### config.mk
export PLATFORM = sky130hd
export DESIGN_NAME = video_timing_gen
export DESIGN_NICKNAME = d
export VERILOG_FILES = /design/src/rtl/video_timing_pkg.sv /design/src/rtl/video_timing_axis_cnt.sv /design/src/rtl/video_timing_gen.sv
export SDC_FILE = /design/constraint.sdc
export NUM_CORES = 1
export LEC_CHECK = 0
export CELL_PAD_IN_SITES_DETAIL_PLACEMENT = 2
export CELL_PAD_IN_SITES_GLOBAL_PLACEMENT = 2
export CORE_UTILIZATION = 35
export DETAILED_ROUTE_END_ITERATION = 10
export PLACE_DENSITY_LB_ADDON = 0.1
export SYNTH_ARGS = -nofsm -noshare
export SYNTH_HDL_FRONTEND = slang
export SYNTH_SLANG_ARGS = --single-unit
### constraint.sdc
create_clock -name clk -period 20.9 [get_ports clk]
set_input_delay 4.18 -clock clk [delete_from_list [all_inputs] [get_ports clk]]
set_output_delay 4.18 -clock clk [all_outputs]
set_load 0.05 [all_outputs]
### src/rtl/video_timing_pkg.sv
// rtl/video_timing_pkg.sv - shared types and helpers for the video timing generator
package video_timing_pkg;

    typedef enum logic [1:0] {
        SYNC   = 2'd0,
        BP     = 2'd1,
        ACTIVE = 2'd2,
        FP     = 2'd3
    } region_t;

    localparam logic POL_HIGH = 1'b1;
    localparam logic POL_LOW  = 1'b0;

    // Totals of sync+porches+active never overflow at two bits above the active width.
    function automatic int total_w(input int cnt_w);
        return cnt_w + 2;
    endfunction

endpackage

### src/rtl/video_timing_axis_cnt.sv
// rtl/video_timing_axis_cnt.sv - one raster axis: position counter, wrap and region decode
module video_timing_axis_cnt
    import video_timing_pkg::*;
#(
    parameter  int CNT_W   = 16,
    parameter  int PORCH_W = 12,
    parameter  int SYNC_W  = 8,
    localparam int TW      = total_w(CNT_W)
) (
    input  logic               clk,
    input  logic               rst_n,
    input  logic               clr,
    input  logic               en,
    input  logic [SYNC_W-1:0]  sw,
    input  logic [PORCH_W-1:0] bp,
    input  logic [CNT_W-1:0]   active,
    input  logic [PORCH_W-1:0] fp,
    output logic [TW-1:0]      cnt,
    output logic               wrap,
    output region_t            region,
    output logic               in_active,
    output logic [CNT_W-1:0]   pos
);

    logic [TW-1:0] sw_len;
    logic [TW-1:0] act_start;
    logic [TW-1:0] fp_start;
    logic [TW-1:0] total;

    // A zero sync width is stretched to one so the sync region always exists.
    always_comb begin
        sw_len    = (sw == '0) ? TW'(1) : TW'(sw);
        act_start = sw_len + TW'(bp);
        fp_start  = act_start + TW'(active);
        total     = fp_start + TW'(fp);
    end

    assign wrap = en && (cnt == total - TW'(1));

    always_ff @(posedge clk or negedge rst_n) begin
        if (!rst_n) begin
            cnt <= '0;
        end else if (clr) begin
            cnt <= '0;
        end else if (en) begin
            cnt <= wrap ? '0 : cnt + TW'(1);
        end
    end

    always_comb begin
        region = FP;
        if (cnt < sw_len) begin
            region = SYNC;
        end else if (cnt < act_start) begin
            region = BP;
        end else if (cnt < fp_start) begin
            region = ACTIVE;
        end
    end

    assign in_active = (region == ACTIVE);
    assign pos       = CNT_W'(cnt - act_start);

endmodule

### src/rtl/video_timing_gen.sv
// rtl/video_timing_gen.sv - programmable progressive raster timing generator with pixel handshake
module video_timing_gen
    import video_timing_pkg::*;
#(
    parameter int DATA_W  = 8,
    parameter int NUM_CH  = 3,
    parameter int CNT_W   = 16,
    parameter int PORCH_W = 12,
    parameter int SYNC_W  = 8
) (
    input  logic                     clk,
    input  logic                     rst_n,
    input  logic                     sync_en,
    input  logic                     hpol_i,
    input  logic                     vpol_i,
    input  logic [CNT_W-1:0]         hactive_i,
    input  logic [CNT_W-1:0]         vactive_i,
    input  logic [PORCH_W-1:0]       hfp_i,
    input  logic [PORCH_W-1:0]       hbp_i,
    input  logic [PORCH_W-1:0]       vfp_i,
    input  logic [PORCH_W-1:0]       vbp_i,
    input  logic [SYNC_W-1:0]        hsw_i,
    input  logic [SYNC_W-1:0]        vsw_i,
    input  logic [NUM_CH*DATA_W-1:0] pix_data_i,
    input  logic                     pix_valid_i,
    output logic                     pix_req_o,
    output logic                     hsync_o,
    output logic                     vsync_o,
    output logic                     de_o,
    output logic [NUM_CH*DATA_W-1:0] pix_data_o,
    output logic [CNT_W-1:0]         hcnt_o,
    output logic [CNT_W-1:0]         vcnt_o,
    output logic                     frame_start_o,
    output logic                     line_start_o,
    output logic                     underflow_o,
    input  logic                     underflow_clr_i,
    output logic                     cfg_err_o
);

    localparam int TW = total_w(CNT_W);

    logic               sh_hpol, sh_vpol;
    logic [CNT_W-1:0]   sh_hact, sh_vact;
    logic [PORCH_W-1:0] sh_hfp, sh_hbp, sh_vfp, sh_vbp;
    logic [SYNC_W-1:0]  sh_hsw, sh_vsw;

    logic               en_q, cfg_ok, running, run_en, load;
    logic [TW-1:0]      h_cnt, v_cnt;
    logic               h_wrap, v_wrap, h_act, v_act;
    region_t            h_reg, v_reg;
    logic [CNT_W-1:0]   h_pos, v_pos;

    assign cfg_ok  = (sh_hact != '0) && (sh_vact != '0);
    assign running = en_q && cfg_ok;
    assign run_en  = sync_en && running;
    // Reload on enable edge, on every cycle while the held config is invalid, and at frame end.
    assign load    = sync_en && (!en_q || !cfg_ok || v_wrap);

    always_ff @(posedge clk or negedge rst_n) begin
        if (!rst_n) begin
            en_q      <= 1'b0;
            cfg_err_o <= 1'b0;
            sh_hpol   <= 1'b0;
            sh_vpol   <= 1'b0;
            sh_hact   <= '0;
            sh_vact   <= '0;
            sh_hfp    <= '0;
            sh_hbp    <= '0;
            sh_vfp    <= '0;
            sh_vbp    <= '0;
            sh_hsw    <= '0;
            sh_vsw    <= '0;
        end else begin
            en_q <= sync_en;
            if (load) begin
                cfg_err_o <= (hactive_i == '0) || (vactive_i == '0);
                sh_hpol   <= hpol_i;
                sh_vpol   <= vpol_i;
                sh_hact   <= hactive_i;
                sh_vact   <= vactive_i;
                sh_hfp    <= hfp_i;
                sh_hbp    <= hbp_i;
                sh_vfp    <= vfp_i;
                sh_vbp    <= vbp_i;
                sh_hsw    <= hsw_i;
                sh_vsw    <= vsw_i;
            end
        end
    end

    video_timing_axis_cnt #(
        .CNT_W   (CNT_W),
        .PORCH_W (PORCH_W),
        .SYNC_W  (SYNC_W)
    ) u_h (
        .clk       (clk),
        .rst_n     (rst_n),
        .clr       (!run_en),
        .en        (run_en),
        .sw        (sh_hsw),
        .bp        (sh_hbp),
        .active    (sh_hact),
        .fp        (sh_hfp),
        .cnt       (h_cnt),
        .wrap      (h_wrap),
        .region    (h_reg),
        .in_active (h_act),
        .pos       (h_pos)
    );

    video_timing_axis_cnt #(
        .CNT_W   (CNT_W),
        .PORCH_W (PORCH_W),
        .SYNC_W  (SYNC_W)
    ) u_v (
        .clk       (clk),
        .rst_n     (rst_n),
        .clr       (!run_en),
        .en        (h_wrap),
        .sw        (sh_vsw),
        .bp        (sh_vbp),
        .active    (sh_vact),
        .fp        (sh_vfp),
        .cnt       (v_cnt),
        .wrap      (v_wrap),
        .region    (v_reg),
        .in_active (v_act),
        .pos       (v_pos)
    );

    assign pix_req_o = run_en && h_act && v_act;

    always_ff @(posedge clk or negedge rst_n) begin
        if (!rst_n) begin
            hsync_o       <= 1'b1;
            vsync_o       <= 1'b1;
            de_o          <= 1'b0;
            pix_data_o    <= '0;
            hcnt_o        <= '0;
            vcnt_o        <= '0;
            frame_start_o <= 1'b0;
            line_start_o  <= 1'b0;
            underflow_o   <= 1'b0;
        end else begin
            if (run_en) begin
                hsync_o <= (sh_hpol == POL_HIGH) ? (h_reg == SYNC) : (h_reg != SYNC);
                vsync_o <= (sh_vpol == POL_HIGH) ? (v_reg == SYNC) : (v_reg != SYNC);
            end else begin
                hsync_o <= (hpol_i == POL_LOW);
                vsync_o <= (vpol_i == POL_LOW);
            end
            de_o          <= pix_req_o;
            pix_data_o    <= (pix_req_o && pix_valid_i) ? pix_data_i : '0;
            hcnt_o        <= pix_req_o ? h_pos : '0;
            vcnt_o        <= pix_req_o ? v_pos : '0;
            line_start_o  <= run_en && (h_cnt == '0);
            frame_start_o <= run_en && (h_cnt == '0) && (v_cnt == '0);
            if (pix_req_o && !pix_valid_i) begin
                underflow_o <= 1'b1;
            end else if (underflow_clr_i) begin
                underflow_o <= 1'b0;
            end
        end
    end

endmodule

==> metrics, run 1 <==
CTS Sinks=198; diode count=0; aggregate routed wire length=52.2 mm; status=complete, no violations; gpl congestion=0.897; worst vdd ir=0.000103 V; post-DP HPWL=42.1 mm; most frequent cells in the layout=dfrtp_1, clkdlybuf4s50_1, ha_1; crit end category=output pin; max cap viols=0; Clock Skew=0.0141 ns; startpoint types=register; asr flop ratio synth=100%; Mean Syn Cell Area=9.37 um2; Worst R2R End=u_v.cnt[5]; Crit Reg-Reg Startpoint=sh_vsw[3]; die area=0.0438 mm2; DRC=0; Internal=1420 uW; Yosys cell types=89; Clock Power Share=11.8%; number of global-route vias before repair=14300; Mapped Area=0.0150 mm2; Arr. time, crit path=8.49 ns; via count=12700; Total Nets Final=2066; power density over the cells=161 mW/mm2; Final Hold Slack=0.508 ns; Fmax achieved=78.9 MHz; pin count of the biggest net entering global routing=118; root buf cell=clkbuf_16; Setup CP Type=reg2out; Port-buffer cells=190; Net Switching=1470 uW; Critical Path Source=sh_hsw[5]; crit-path max cell delay=0.83 ns; worst hold path type=reg2reg; WP data required=16.72 ns; Least-Margin Pin Slew=1.06 ns; Period Utilization, post-route=60.6%; CTS buffer count=17; crit path to=pix_req_o; Post-synth EDFFs=0; Clock transition at path regs=0.07 ns; Routed wire per std cell=22.5 um; Lkg Pwr=0.00824 uW; All-Layer GR Usage=24.7%; I/O pins=191; synth top area cells=dfrtp_1, ha_1, mux2_2, inv_1, xnor2_1; commonest non-fill, non-tap cell in the layout=dfrtp_1; Register-to-Register Path Depth=31; share of layout cells above drive strength 1=10.2%; Clock Latency Late Sink=0.50 ns; crit path time final=12.67 ns; DIE WIDTH=209 um; Yosys reg bits=198; setup bufs post-CTS=0; vias per std cell=5.48; RSZ-0062 raised after global routing=no; total grt overflow=0; initial detailed-routing violation count=507; logic gate share of total power=72.9%; cts repair resizes=0; Routed Antenna Nets=0; final setup vio count=0; Synth area leader=dfrtp_1; clk buf depth=2; hold_buf cts=0; Syn Nets=1899; switch share=51.0%; Seq pwr share=15.3%; core area=0.0421 mm2; Slew HR=29.1%; Max FO, Critical Path=35; DR pass1 iterations=4; # fillers=4566; Die Height=209 um; Initial Util=35.7%; Synth top area share=32.6%; global-route wire length before repair=82.3 mm; Hold Vio Cnt, Final=0; initial antenna violation count=0; Synth Flop Type=dfrtp_1; post-synthesis cell count=1603; R2R Setup Slk=11.39 ns; Slew Viols, Final=0; setup TNS=0 ns; P&R area growth vs syn=19.8%; CTS tree=yes; total of warnings raised by yosys=0; CP max stage cell=clkdlybuf4s50_1; H-tree depth=4; post-synthesis sequential area ratio=33.0%; most frequent CP cell=inv_1; FP Rows=75
## flip-flops by register name, indices dropped and copies added (netlist names), 8 cells and up
register    count
pix_data_o     24
u_h.cnt        18
u_v.cnt        18
hcnt_o         16
sh_hact        16
sh_vact        16
vcnt_o         16
sh_hbp         12
sh_hfp         12
sh_vbp         12
sh_vfp         12
sh_hsw          8
sh_vsw          8
## metal layers
layer  vias up  part of all wire, %  global-route usage, %
li1       6015                    -                      -
met1      6493                   42                   28.9
met2       164                   53                   46.0
met3        52                  2.0                   3.16
met4         0                  2.5                   8.44
met5         -                    0                      0
## per-stage QoR
stage | power [uW] | worst slack [ns] | std cells | utilization (%) | area (um2)
after floorplan | 1960 | 10.36 | 1603 | - | 15000
final | 2890 | 8.23 | 2322 | 42.7 | 18000
after CTS | 2930 | 8.13 | 2322 | 42.7 | 18000
after detailed placement | 2560 | 8.69 | 2290 | 41.4 | 17400
after global placement | 2490 | 9.07 | 2290 | 41.4 | 17400
after global routing | 3150 | 7.57 | 2322 | 42.7 | 18000
## area by class of cell
cell class | count | area, um2 | share of cell area (%)
clock buffer | 20 | 447 | 2.48
clock inverter | 12 | 135 | 0.751
inverter | 162 | 608 | 3.38
multi-input combinational | 1189 | 9190 | 51.0
sequential | 198 | 4960 | 27.5
tap | 539 | 674 | 3.75
timing repair buffer | 202 | 2000 | 11.1
## synth_stat cells (34+ instances only)
cell	number
o21ai_0	77
nor2_1	106
xnor2_1	64
inv_1	160
mux2_2	93
dfrtp_1	196
and3_1	37
xor2_1	56
ha_1	161
nand2_1	62
a21oi_1	81
a21o_1	34
nor3_1	35
## logic make-up (layout without fill, tap and decap cells)
kind of cell | after synthesis | after routing | share of synthesized area (%)
and+or+nand+nor | 449 | 449 | 15.8
AOI/OAI and AO/OA | 340 | 340 | 15.1
buffers and inverters | 216 | 396 | 5.95
DFF | 198 | 198 | 33.0
adders and majority gates | 171 | 171 | 14.6
xor gates and xnor gates | 122 | 122 | 7.26
muxes | 107 | 107 | 8.23
## power groups by stage
| stage | Combinational (uW) | Clock (uW) | Sequential [uW] |
|---|---|---|---|
| final | 2110 | 341 | 444 |
| after detailed placement | 2110 | 0 | 451 |
| after floorplan | 1520 | 0 | 439 |
| after CTS | 2130 | 356 | 444 |
| after global routing | 2340 | 365 | 448 |
| after global placement | 2040 | 0 | 450 |
## critical path: cells and delay by family, from the launching register on
family,cells,cell delay [ns]
adders and majority gates,4,1.06
and+or+nand+nor,6,1.14
buffers and inverters,8,1.67
DFF,1,0.41
AOI/OAI and AO/OA,15,3.20
xor gates and xnor gates,2,0.49
## worst min path at each step
stage | start | to | slack, ns | depth (start not counted)
4_1_cts | sh_vfp[4] | sh_vfp[4] | 0.51 | 1
2_1_floorplan | sh_hfp[0] | sh_hfp[0] | 0.48 | 1
6_report | sh_vfp[2] | sh_vfp[2] | 0.51 | 1
5_1_grt | sh_vfp[4] | sh_vfp[4] | 0.53 | 1
3_5_place_dp | sh_hfp[8] | sh_hfp[8] | 0.50 | 1
3_3_place_gp | sh_vfp[4] | sh_vfp[4] | 0.49 | 1
Note: power is estimated with default switching activity, not from simulation.
==> run 2: changes to the inputs <==
--- a/config.mk
+++ b/config.mk
@@ -7,7 +7,7 @@
 export LEC_CHECK = 0
 export CELL_PAD_IN_SITES_DETAIL_PLACEMENT = 2
 export CELL_PAD_IN_SITES_GLOBAL_PLACEMENT = 2
-export CORE_UTILIZATION = 35
+export CORE_UTILIZATION = 32
 export DETAILED_ROUTE_END_ITERATION = 10
 export PLACE_DENSITY_LB_ADDON = 0.1
 export SYNTH_ARGS = -nofsm -noshare
==> constraint.sdc (replaced) <==
create_clock -name clk -period 10.5 [get_ports clk]
set_input_delay 2.1 -clock clk [delete_from_list [all_inputs] [get_ports clk]]
set_output_delay 2.1 -clock clk [all_outputs]
set_load 0.05 [all_outputs]
==> run 2 against run 1 <==
  * Sequential share of layout area decreased by 0.20 points
  * Clock-buffer cell count down 1
  * Flip-flop and latch count did not move
  * Wire length grew 0.14%
  * Die area increased by 9.3%
  * Largest cell class unchanged
==> metrics, run 2 (same netlist as run 1, synthesis figures left out) <==
via count=12700 (-0.42%); Final WS setup=0.744 ns (-7.48 ns); aggregate routed wire length=52.3 mm (+0.14%); Clock transition at path regs=0.08 ns (about the same); global-route wire length before repair=80.8 mm (-1.9%); power density over the cells=317 mW/mm2 (+97%); max cap viols=0 (unchanged); Clock Skew=0.0130 ns (-0.00110 ns); gpl congestion=0.866 (-3.5%); crit path time final=9.76 ns; worst hold path type=reg2reg; core area=0.0465 mm2 (+10%); Total Nets Final=2062 (-0.19%); CTS tree=yes; commonest non-fill, non-tap cell in the layout=dfrtp_1; Period Utilization, post-route=92.9%; final setup vio count=0 (unchanged); Least-Margin Pin Slew=1.19 ns (+0.130 ns); dpl ws=0.893 ns (-7.80 ns); startpoint types=register; Setup CP Type=reg2out; area of the multi-input gates=0.00922 mm2 (+0.35%); die area=0.0478 mm2 (+9.3%); CTS Sinks=198 (unchanged); pin count of the biggest net entering global routing=83 (-30%); DRC=0 (unchanged); I/O pins=191 (unchanged); Final Hold Slack=0.511 ns (+0.00304 ns); post-DP HPWL=42.1 mm (about the same); vias per std cell=5.31 (-3.1%); initial detailed-routing violation count=395 (-22%); Critical Path Source=sh_hsw[5]; DR pass1 iterations=6 (+2); status=complete, no violations; Max FO, Critical Path=7 (-80%); setup TNS=0 ns (unchanged); Slew Viols, Final=0 (unchanged); WP data required=8.40 ns (-8.32 ns); clk buf depth=2 (unchanged); largest reg by FF count=pix_data_o; Slew HR=20.4% (-8.7 points); Worst R2R End=u_v.cnt[11]; worst vdd ir=0.000176 V (+70%); crit-path max cell delay=0.42 ns (-0.41 ns); most frequent CP cell=inv_1; RSZ-0062 raised after global routing=no; Register Area=0.00496 mm2 (unchanged); Hold Vio Cnt, Final=0 (unchanged); # fillers=5095 (+12%); FP Rows=79 (+5.3%); Die Height=219 um (+4.5%); R2R Setup Slk=1.44 ns (-9.95 ns); P&R area growth vs syn=20.7%; final core occ=39.0% (-3.7 points); Routed wire per std cell=21.9 um (-2.5%); All-Layer GR Usage=22.4% (-2.3 points); number of flip-flops under the largest register name=24 (unchanged); most frequent cells in the layout=dfrtp_1, clkdlybuf4s50_1, inv_1, ha_1, nor2_1; crit end category=output pin; DIE WIDTH=219 um (+4.5%); root buf cell=clkbuf_16; Routed Antenna Nets=0 (unchanged); CTS buffer count=17 (unchanged); Port-buffer cells=190 (unchanged); CP max stage cell=dfrtp_1; total power draw=5740 uW (+98%); diode count=0 (unchanged); initial antenna violation count=2 (+2); Clock Latency Late Sink=0.51 ns (about the same); Arr. time, crit path=7.66 ns (-0.83 ns); Register-to-Register Path Depth=32 (+3.2%); total grt overflow=0 (unchanged); Lkg Pwr=0.00824 uW (about the same); Crit Reg-Reg Startpoint=sh_vsw[3]; H-tree depth=4 (unchanged); Fmax achieved=102 MHz; share of layout cells above drive strength 1=10.4% (+0.19 points); crit path to=pix_req_o; number of global-route vias before repair=13900 (-2.7%); Initial Util=32.3% (-3.3 points); Regs by FF count=pix_data_o: 24 flops, u_h.cnt: 18 flops, u_v.cnt: 18 flops; hold_buf cts=0 (unchanged)
==> run 2: power by group <==
group | switching (uW) | leakage (uW) | internal [uW]
Clock | 358 | 0.000290 | 347
Sequential | 62.7 | 0.00253 | 820
Combinational | 2500 | 0.00541 | 1660
Total | 2920 | 0.00824 | 2820
==> run 2: worst max-delay path, delay by kind of cell (launching register included) <==
family	cells	cell delay (ns)
buf+inv	7	0.78
simple gates	4	0.80
fa+ha+maj	4	1.21
xor+xnor	2	0.45
flops	1	0.42
compound gates	15	3.49
==> run 2: area by class of cell <==
cell class,count,share of cell area [%]
Sequential cell,198,27.3
Multi-Input combinational cell,1189,50.8
Inverter,162,3.35
Tap cell,607,4.19
Clock buffer,19,2.44
Timing Repair Buffer,198,11.0
Clock inverter,13,0.883
==> run 2: per-layer routing <==
layer / up-vias / global-route usage (%) / part of all wire (%)
li1: 6012 / - / -
met4: 0 / 9.75 / 3.2
met1: 6425 / 26.1 / 42
met3: 72 / 2.39 / 1.9
met5: - / 0 / 0
met2: 162 / 41.2 / 53
==> run 2: per-stage QoR <==
step,cells,cell area (um2)
2_1_floorplan,1603,15000
3_3_place_gp,2354,17500
3_5_place_dp,2354,17500
4_1_cts,2386,18100
5_1_grt,2386,18100
6_report,2386,18100
==> run 2: worst min-delay path by stage <==
stage / depth (start not counted) / slack (ns) / start / endpoint
after floorplan: 1 / 0.48 / sh_hfp[0] / sh_hfp[0]
after global placement: 1 / 0.49 / sh_vfp[9] / sh_vfp[9]
after detailed placement: 1 / 0.50 / sh_vfp[9] / sh_vfp[9]
after CTS: 1 / 0.52 / sh_vfp[9] / sh_vfp[9]
after global routing: 1 / 0.54 / sh_vfp[8] / sh_vfp[8]
final: 1 / 0.51 / sh_vfp[9] / sh_vfp[9]
==> run 2: what timing repair did <==
item / in CTS / in global routing
setup endpoints to repair: 0 / 1
resized for setup: 0 / 8
setup buffers: 0 / 0
==> run 3: changes to the inputs <==
--- a/config.mk
+++ b/config.mk
@@ -9,7 +9,7 @@
 export CELL_PAD_IN_SITES_GLOBAL_PLACEMENT = 2
 export CORE_UTILIZATION = 32
 export DETAILED_ROUTE_END_ITERATION = 10
-export PLACE_DENSITY_LB_ADDON = 0.1
+export PLACE_DENSITY_LB_ADDON = 0.08
 export SYNTH_ARGS = -nofsm -noshare
 export SYNTH_HDL_FRONTEND = slang
 export SYNTH_SLANG_ARGS = --single-unit
==> run 3 against run 2 <==
  * Critical path depth is the same
  * Fmax grew 0.20%
  * Register-to-register slack lost 0.03 ns
  * Non-clock buffer count grew 3
  * Wire length shrank 0.30%
  * Clock-buffer cell count shrank 1
  * Via count is essentially flat
  * Setup slack gained 0.020 ns
==> metrics, run 3 (same netlist as run 1, synthesis figures left out) <==
power density over the cells=316 mW/mm2 (-0.11%); crit end category=output pin; Total Nets Final=2065 (+0.15%); die area=0.0478 mm2 (unchanged); vias per std cell=5.30 (-0.22%); number of flip-flops under the largest register name=24 (unchanged); status=complete, no violations; Port-buffer cells=190 (unchanged); global-route wire length before repair=80.2 mm (-0.71%); pin count of the biggest net entering global routing=86 (+3.6%); gpl congestion=0.852 (-1.6%); clk buf depth=2 (unchanged); Internal=2820 uW (-0.21%); Routed Antenna Nets=0 (unchanged); FP Rows=79 (unchanged); CTS buffer count=17 (unchanged); hold_buf cts=0 (unchanged); commonest non-fill, non-tap cell in the layout=dfrtp_1; total power draw=5730 uW (-0.14%); H-tree depth=4 (unchanged); I/O pins=191 (unchanged); Setup CP Type=reg2out; Clock Power Share=12.2% (about the same); crit path time final=9.74 ns (-0.0195 ns); Slew Viols, Final=0 (unchanged); final setup vio count=0 (unchanged); total grt overflow=0 (unchanged); CP max stage cell=dfrtp_1; RSZ-0062 raised after global routing=no; core area=0.0465 mm2 (unchanged); Arr. time, crit path=7.64 ns (-0.02 ns); CTS Sinks=198 (unchanged); largest reg by FF count=pix_data_o; logic gate share of total power=72.3% (about the same); initial antenna violation count=0 (-2); max cap viols=0 (unchanged); Die Height=219 um (unchanged); Regs by FF count=pix_data_o: 24 flops, u_h.cnt: 18 flops, u_v.cnt: 18 flops; Hold Vio Cnt, Final=0 (unchanged); Routed wire per std cell=21.8 um (-0.43%); CTS tree=yes; initial detailed-routing violation count=391 (-1.0%); Net Switching=2920 uW (about the same); final cell count without fillers=2389 (+0.13%); cts repair resizes=0 (unchanged); worst vdd ir=0.000239 V (+36%); setup bufs post-CTS=0 (unchanged); Final Hold Slack=0.507 ns (-0.00353 ns); Max FO, Critical Path=5 (-2); Seq pwr share=15.4% (about the same); most frequent cells in the layout=dfrtp_1, clkdlybuf4s50_1, ha_1; DIE WIDTH=219 um (unchanged); crit-path max cell delay=0.41 ns (about the same); Lkg Pwr=0.00825 uW (+0.19%); Fmax achieved=103 MHz (+0.20%); DR pass1 iterations=4 (-2); root buf cell=clkbuf_16; most frequent CP cell=inv_1; P&R area growth vs syn=20.7% (about the same); Initial Util=32.3% (unchanged); DRC=0 (unchanged); All-Layer GR Usage=22.2% (-0.19 points); final core occ=39.0% (about the same); Clock transition at path regs=0.08 ns (about the same); diode count=0 (unchanged); post-DP HPWL=42.3 mm (+0.48%); Clock Skew=0.0164 ns (+0.00332 ns); WP data required=8.40 ns (about the same); Period Utilization, post-route=92.7% (-0.19 points); startpoint types=register; placed cell count=2357 (+0.13%); Least-Margin Pin Slew=1.18 ns (-0.0126 ns); share of layout cells above drive strength 1=10.3% (-0.13 points); setup TNS=0 ns (unchanged); number of global-route vias before repair=13900 (+0.22%); Slew HR=21.3% (+0.84 points); switch share=50.9% (about the same); Clock Latency Late Sink=0.51 ns (about the same); worst hold path type=reg2reg; via count=12700 (-0.095%); aggregate routed wire length=52.1 mm (-0.30%)
run 3: final timing paths:
check,from,end,slack (ns),cells past startpoint
max,sh_vsw[3],pix_req_o,0.76,32
min,sh_vfp[4],sh_vfp[4],0.51,1
max reg2reg,sh_hsw[5],sh_vbp[0],1.41,32
min reg2reg,sh_vfp[4],sh_vfp[4],0.51,1
max in group asynchronous,rst_n,sh_vbp[4],6.83,3
min in group asynchronous,rst_n,sh_hfp[11],1.60,1
run 3: area by class of cell:
type | instances | area [um2]
clock buffer | 18 | 429
clock inverter | 14 | 180
fill | 5081 | 28300
inverter | 162 | 608
multi-input combinational | 1189 | 9190
sequential | 198 | 4960
tap | 607 | 759
timing repair buffer | 201 | 2010
run 3: stage by stage:
stage | cell area [um2] | worst slack, ns
CTS | 18100 | 0.593
global route | 18100 | 0.0644
floorplan | 15000 | 2.04
finish | 18100 | 0.763
detailed placement | 17500 | 1.23
global placement | 17500 | 1.42
run 3: critical path: cells and delay by family, from the launching register on:
family	cells	cell delay (ns)
flops	1	0.41
xor+xnor	2	0.27
buf+inv	6	0.70
fa+ha+maj	4	1.12
compound gates	15	3.41
simple gates	5	1.21
run 3: metal layers:
metal | global-route usage [%] | part of all wire (%) | vias up
met5 | 0 | 0 | -
met4 | 7.96 | 2.4 | 0
met3 | 2.46 | 1.6 | 47
met2 | 42.0 | 53 | 125
met1 | 25.5 | 43 | 6459
li1 | - | - | 6028
run 3: power by group through the flow:
stage	registers, uW	clock network, uW	logic [uW]
after floorplan	874	0	3020
after global placement	898	0	4040
after detailed placement	900	0	4170
after CTS	886	732	4210
after global routing	893	751	4600
final	884	702	4150
